<file path="src/rtl/pipe_pkg.sv">
// pipe_pkg: lane-order constants, lane mapping and the OUT_W/IN_W ratio check shared by the pipe packers
`define PIPE_RATIO_CHECK(iw, ow) if (!((ow) == (iw) || (ow) == 2*(iw) || (ow) == 4*(iw) || (ow) == 8*(iw))) begin : g_bad_ratio $error("OUT_W must be 1, 2, 4 or 8 times IN_W"); end
package pipe_pkg;
  localparam bit LANE_LS_FIRST = 1'b0;
  localparam bit LANE_MS_FIRST = 1'b1;
  function automatic int lane_idx(input int lane, input bit msw_first, input int ratio);
    return (msw_first == LANE_MS_FIRST) ? ratio - 1 - lane : lane;
  endfunction
endpackage

</file>
<file path="src/rtl/pipe_addr_gen.sv">
// pipe_addr_gen: start/end address pointer with optional wrap, full flag and word counter (ptr_o, full_o, wcount_o advance on step_i)
module pipe_addr_gen #(
  parameter int ADDR_W = 16
) (
  input  logic              clk_i,
  input  logic              rst_n_i,
  input  logic              restart_i,
  input  logic [ADDR_W-1:0] saddr_i,
  input  logic [ADDR_W-1:0] eaddr_i,
  input  logic              wrap_en_i,
  input  logic              step_i,
  output logic [ADDR_W-1:0] ptr_o,
  output logic              full_o,
  output logic [ADDR_W:0]   wcount_o
);
  logic [ADDR_W-1:0] start_q, end_q;
  logic              wrap_q;
  always_ff @(posedge clk_i or negedge rst_n_i) begin
    if (!rst_n_i) begin
      ptr_o    <= '0;
      start_q  <= '0;
      end_q    <= '0;
      wrap_q   <= 1'b0;
      full_o   <= 1'b0;
      wcount_o <= '0;
    end else if (restart_i) begin
      ptr_o    <= saddr_i;
      start_q  <= saddr_i;
      end_q    <= eaddr_i;
      wrap_q   <= wrap_en_i;
      full_o   <= 1'b0;
      wcount_o <= '0;
    end else if (step_i) begin
      wcount_o <= wcount_o + 1'b1;
      if (ptr_o != end_q) ptr_o <= ptr_o + 1'b1;
      else if (wrap_q) ptr_o <= start_q;
      else full_o <= 1'b1;
    end
  end
endmodule

</file>
<file path="src/rtl/pipe_pack.sv">
// pipe_pack: packs OUT_W/IN_W pipe words (wea_i/data_i, flush_i) into RAM writes (wea_o/data_o/addr_o) with wcount_o, full_o, ovf_o status
module pipe_pack
  import pipe_pkg::*;
#(
  parameter int IN_W   = 16,
  parameter int OUT_W  = 32,
  parameter int ADDR_W = 16
) (
  input  logic              clk_i,
  input  logic              rst_n_i,
  input  logic              restart_i,
  input  logic [ADDR_W-1:0] saddr_i,
  input  logic [ADDR_W-1:0] eaddr_i,
  input  logic              wrap_en_i,
  input  logic              msw_first_i,
  input  logic              wea_i,
  input  logic [IN_W-1:0]   data_i,
  input  logic              flush_i,
  output logic [OUT_W-1:0]  data_o,
  output logic [ADDR_W-1:0] addr_o,
  output logic              wea_o,
  output logic [ADDR_W:0]   wcount_o,
  output logic              full_o,
  output logic              ovf_o
);
  localparam int RATIO = OUT_W / IN_W;
  localparam int LW    = (RATIO > 1) ? $clog2(RATIO) : 1;
  `PIPE_RATIO_CHECK(IN_W, OUT_W)
  logic [LW-1:0]     lane_q;
  logic [OUT_W-1:0]  asm_q, asm_n;
  logic              msw_q, accept, emit;
  logic [ADDR_W-1:0] ptr;
  assign accept = wea_i & ~full_o;
  assign emit   = (accept & (lane_q == LW'(RATIO - 1))) | (flush_i & (accept | (lane_q != '0)));
  always_comb begin
    asm_n = asm_q;
    for (int l = 0; l < RATIO; l++)
      asm_n[l*IN_W +: IN_W] = (accept && lane_idx(int'(lane_q), msw_q, RATIO) == l) ? data_i : asm_q[l*IN_W +: IN_W];
  end
  always_ff @(posedge clk_i or negedge rst_n_i) begin
    if (!rst_n_i) begin
      lane_q <= '0;
      asm_q  <= '0;
      msw_q  <= 1'b0;
      data_o <= '0;
      addr_o <= '0;
      wea_o  <= 1'b0;
      ovf_o  <= 1'b0;
    end else if (restart_i) begin
      lane_q <= '0;
      asm_q  <= '0;
      msw_q  <= msw_first_i;
      data_o <= '0;
      addr_o <= '0;
      wea_o  <= 1'b0;
      ovf_o  <= 1'b0;
    end else begin
      wea_o <= emit;
      if (wea_i && full_o) ovf_o <= 1'b1;
      if (emit) begin
        data_o <= asm_n;
        addr_o <= ptr;
        asm_q  <= '0;
        lane_q <= '0;
      end else if (accept) begin
        asm_q  <= asm_n;
        lane_q <= lane_q + 1'b1;
      end
    end
  end
  pipe_addr_gen #(.ADDR_W(ADDR_W)) u_addr_gen (
    .clk_i     (clk_i),
    .rst_n_i   (rst_n_i),
    .restart_i (restart_i),
    .saddr_i   (saddr_i),
    .eaddr_i   (eaddr_i),
    .wrap_en_i (wrap_en_i),
    .step_i    (emit),
    .ptr_o     (ptr),
    .full_o    (full_o),
    .wcount_o  (wcount_o)
  );
endmodule

</file>
<file path="config.mk">
export PLATFORM = sky130hd
export DESIGN_NAME = pipe_pack
export DESIGN_NICKNAME = d
export VERILOG_FILES = /design/src/rtl/pipe_pkg.sv /design/src/rtl/pipe_addr_gen.sv /design/src/rtl/pipe_pack.sv
export SDC_FILE = /design/constraint.sdc
export NUM_CORES = 1
export LEC_CHECK = 0
export CAP_MARGIN = 20
export CORE_AREA = 4 4 117 119
export CTS_BUF_LIST = sky130_fd_sc_hd__clkbuf_8
export DETAILED_ROUTE_END_ITERATION = 10
export DIE_AREA = 0 0 121 123
export PLACE_DENSITY = 0.88
export SETUP_SLACK_MARGIN = 0.4
export SYNTH_ARGS = -nofsm -noshare
export SYNTH_HDL_FRONTEND = slang
export SYNTH_SLANG_ARGS = --single-unit
</file>
<file path="constraint.sdc">
create_clock -name clk_i -period 6.9 [get_ports clk_i]
set_clock_uncertainty 0.2 [all_clocks]
set_input_delay 0.69 -clock clk_i [delete_from_list [all_inputs] [get_ports clk_i]]
set_output_delay 0.69 -clock clk_i [all_outputs]
set_load 0.005 [all_outputs]
</file>
After elaboration in Yosys (flattened, before gate mapping). Cells that the tools add are included.

Eq/ne operators: 4. Bitwise logic cells: 6. Multiplexer cells: 26. Add/sub/neg operators: 4. Reductions and logical operators: 10.

Operator list (count): $mux 32 (6); $mux 16 (8); $mux 17 (2); $eq 32x2->1 const B (1); $logic_not 32->1 (1); $add 17x1->17 const B (1); $add 16x1->16 const B (1); $ne 16x16->1 (1); $mux 1 (10); $reduce_bool 3->1 (2); $ne 2x2->1 const B (2); $reduce_bool 2->1 (2); $and 1x1->1 (3); $logic_and 1x1->1 (3); $reduce_and 3->1 (1); $or 1x1->1 (2); $reduce_and 2->1 (1); $sub 1x1->2 const A (1); $add 1x1->1 const B (1); $not 1->1 (1).

Output and inout port bits: 68. Bits of input ports: 55. Logic and storage cells: 63. Register bits: 151.

Logic depth before layout (Yosys ltp).
Depth after elaboration: 8. Gate-level depth with buffers: 9.

By module. From an unflattened synthesis, not the netlist that was laid out.

Cells, all modules: 552. Area, all modules: 6692.7 um2.

By module, submodules not included: pipe_addr_gen (sequential area each 1676.6 um2, times used 1, cells each 325, area each 3507.1 um2); pipe_pack (sequential area each 2102.0 um2, times used 1, cells each 227, area each 3185.6 um2).

Worst setup path after synthesis. No wires, ideal clock.

Path kind: input -> register. From: input port restart_i. To: register ovf_o. Arrival time: 1.879 ns. Path buffers: 4. Setup slack: 4.689 ns. Stages on the path: 5. Setup time: 0.132 ns. Path through: clkbuf_1 clkbuf_1 buf_1 buf_1 nor2_1.

Word-level cells in the longest chain between the ends: 1.

RTL lines: start: declaration (line pipe_pack.sv:11) `input logic restart_i,`; $mux 1 / $reduce_bool 2->1 (equally long branches); end signal: assignment (line pipe_pack.sv:48) `ovf_o <= 1'b0;`; end signal: assignment (line pipe_pack.sv:56) `ovf_o <= 1'b0;`; end signal: assignment (line pipe_pack.sv:59) `if (wea_i && full_o) ovf_o <= 1'b1;`; end: declaration (line pipe_pack.sv:24) `output logic ovf_o`.

Several ways; a longest one is shown, not always the timed one. A chain may end at the register's enable or synchronous reset.

Worst setup path after layout.
From: input port wea_i. To: register u_addr_gen.ptr_o[14].

Word-level cells in the longest chain between the ends: 6.

RTL lines: start: declaration (line pipe_pack.sv:16) `input logic wea_i,`; $and 1x1->1 * (line pipe_pack.sv:33) `assign accept = wea_i & ~full_o;`; $or 1x1->1 (line pipe_pack.sv:34) `assign emit = (accept & (lane_q == LW'(RATIO - 1))) | (flush_i & (accept | (lane_q != '0)));`; $and 1x1->1 (line pipe_pack.sv:34); $or 1x1->1 * (line pipe_pack.sv:34); $reduce_bool 2->1 (no line) *; $reduce_and 2->1 (no line) *; end signal: assignment (line pipe_addr_gen.sv:27) `ptr_o <= saddr_i;`; end signal: assignment (line pipe_addr_gen.sv:35) `if (ptr_o != end_q) ptr_o <= ptr_o + 1'b1;`; end signal: assignment (line pipe_addr_gen.sv:36) `else if (wrap_q) ptr_o <= start_q;`; end: declaration (line pipe_addr_gen.sv:12) `output logic [ADDR_W-1:0] ptr_o,`.

Mark *: on every way between the ends. The rest lies on a longest branch, timed or not.

==> results.toml <==
[timing]
relSlewSlack = 0.229
fmax_mhz = 294
period_needed_ns = 3.40
rsz0062_at_grt = "no"
fin_ws_ns = 3.50
hold_viol_final = 0
tightest_slew_ns = 1.16
finalSetupViolCount = 0
finalCritPeriodShare = 0.492
setup_tns_ns = 0
drv_slew = 0

[routing]
drc = 0
drt_iter0_markers = 397
via_per_inst = 5.63
wl_um = 16900
dr.pass1.iters = 7
routedWlPerCell_um = 18.2
vias = 5237
drtAntennaViolNets = 0

[cts]
cts_hold_buf = 0
clk_path_buf_depth = 2
htreeDepth = 4
post_cts_buffers = 0
clk_pin_slew_worst_paths_ns = 0.09
ctsResizeCount = 0
cts_tree = "yes"
cts.sinks = 151
cts_buffers = 17
cts-root-buf = "clkbuf_8"
clk_latency_ns = 0.46

[logic_synthesis]
ys_seq_area_frac = 0.556
synthesis.area_sq_mm = 0.00679
async_reset_ff_frac = 1.00
ys_seq_elements = 151
syn_area_per_cell_sq_um = 10.5
synthCells = 644
yosys-top-cells-area = "dfrtp_1 56%, mux2i_1 5.9%, nor2_1 5.5%"
ys.flop_type = "dfrtp_1"
synth_nets = 701
yosys.area.top_type_share = 0.556
synth_cell_type_count = 53
synth_edf_count = 0
synth_top_area_cell = "dfrtp_1"
yosysWarnings = 0

[critical_path]
reg2reg_from = "u_addr_gen.full_o"
crit_type = "in2reg"
cp_max_fo = 27
worstRegToRegCells = 6
slowest_delay_ns = 0.88
crit_arrival_ns = 3.55
crit_slowest_cell = "o31a_1"
crit_required_ns = 7.05
startpoint_type = "input pin"
worstPathCellList = "clkdlybuf4s50_1 -> nand2b_1 -> o21a_1 -> nand2_1 -> o31a_1 -> o21ai_1 -> a22o_1"
crit_path_end_kind = "flop"
crit_start = "wea_i"

[grt]
grt.total_usage = 0.238
grt_pass1_vias = 5439
grt_remaining_overflow = 0
grt_pass1_wl_um = 27700
grt_start_max_net_pins = 88
antenna_found_initial = 0

[outcome]
status = "completed"

[floorplanning]
ios = 123
die-area_sq_mm = 0.0149
die_h_um = 123
core_area_sq_mm = 0.0126
rows = 41
start_util = 0.541
die_x_um = 121

[pwr]
p_leak_uw = 0.00373
powerDensity_mw_per_mm2 = 260
ir_drop_uv = 159

[run]
cap_violations = 0

[layout]
drive_gt1_frac = 0.0909
area_growth_pct = 26.1
fill_cells = 917
regArea_sq_mm = 0.00378
finalNetCount = 803
multi_input_area_sq_mm = 0.00274
insertedDiodeCount = 0
final_cells = 931

[placed_design]
place.gp.congestion = 0.864
pre_cts_slack_ns = 2.36
place_inst = 898
port_buffers = 122
dp_hpwl_um = 11200

[worst_hold_path]
min-delay-path-class = "in2async"
## where the power goes
| group | total (uW) | internal [uW] | leakage (uW) | switching [uW] |
|---|---|---|---|---|
| Clock | 819 | 470 | 0.000241 | 349 |
| Combinational | 369 | 182 | 0.00153 | 187 |
| Sequential | 1040 | 957 | 0.00196 | 80.9 |
## layout by cell type, fill, tap and decap left out, drive strengths merged, types with 7 or more instances in the layout
master / Yosys / layout
dfrtp: 151 / 151
clkdlybuf4s50: 0 / 120
nor2: 100 / 100
nand2: 65 / 65
mux2i: 40 / 40
a211oi: 33 / 33
a21oi: 25 / 25
xnor2: 22 / 22
mux2: 22 / 22
inv: 20 / 22
o21ai: 21 / 21
xor2: 18 / 18
clkbuf: 22 / 17
nand3: 12 / 12
nor4: 10 / 10
nor3: 8 / 8
o211ai: 8 / 8
nand4: 7 / 7
clkinv: 1 / 7
## final cells by class
cell class | instances | area share
multi-input cells | 429 | 0.320
clock buffers | 17 | 0.0273
flip-flops and latches | 151 | 0.441
inverters | 21 | 0.00920
well taps | 172 | 0.0251
repair buffers | 126 | 0.148
clock inverters | 15 | 0.0292
## worst paths after layout
check | endpoint | slack [ns]
max | u_addr_gen.ptr_o[14] | 3.50
min reg2reg | ovf_o | 0.31
max reg2reg | u_addr_gen.ptr_o[14] | 3.71
min in group clk_i | ovf_o | 0.31
max in group asynchronous | u_addr_gen.start_q[0] | 5.02
min | data_o[1] | 0.04
## critical path: cells and delay by family
family          cells  cell delay [ns]
compound gates      4             1.81
simple gates        2             0.56
buf+inv             1             0.49
## synth_stat cells (18+ instances only)
library cell / number
xor2_1: 18
dfrtp_1: 151
xnor2_1: 22
inv_1: 20
clkbuf_1: 22
a21oi_1: 25
nor2_1: 99
a211oi_1: 33
nand2_1: 65
mux2i_1: 40
o21ai_0: 18
mux2_2: 21
## layer usage
layer,share of wire,GRT usage
met5,0,0
met4,0.024,0.0977
met3,0.071,0.0714
met2,0.48,0.383
met1,0.42,0.304
## metrics by stage
| stage | total power (uW) | hold WS, ns | instance area (sq um) | util |
|---|---|---|---|---|
| after global routing | 2320 | 0.0546 | 8570 | 0.682 |
| after global placement | 1390 | 0.286 | 8050 | 0.641 |
| after CTS | 2230 | 0.0538 | 8540 | 0.679 |
| after detailed placement | 1410 | 0.294 | 8050 | 0.641 |
| final | 2230 | 0.0356 | 8570 | 0.682 |
| after floorplan | 1250 | 0.194 | 6790 | - |
## sequential cells by signal, summed over array words and instances (netlist names)
name and count:
addr_o 16, asm_q 32, data_o 32, lane_q 1, msw_q 1, ovf_o 1
u_addr_gen.end_q 16, u_addr_gen.full_o 1, u_addr_gen.ptr_o 16, u_addr_gen.start_q 16, u_addr_gen.wcount_o 17, u_addr_gen.wrap_q 1
wea_o 1
## cells by family after synthesis
kind of cell	after synthesis	share of synthesized area
and+or+nand+nor	215	0.143
DFF	151	0.556
AOI/OAI and AO/OA	110	0.107
buffers and inverters	64	0.0418
muxes	62	0.0959
xor gates and xnor gates	40	0.0516
adders and majority gates	2	0.00368
Note: power is estimated with default switching activity, not from simulation.
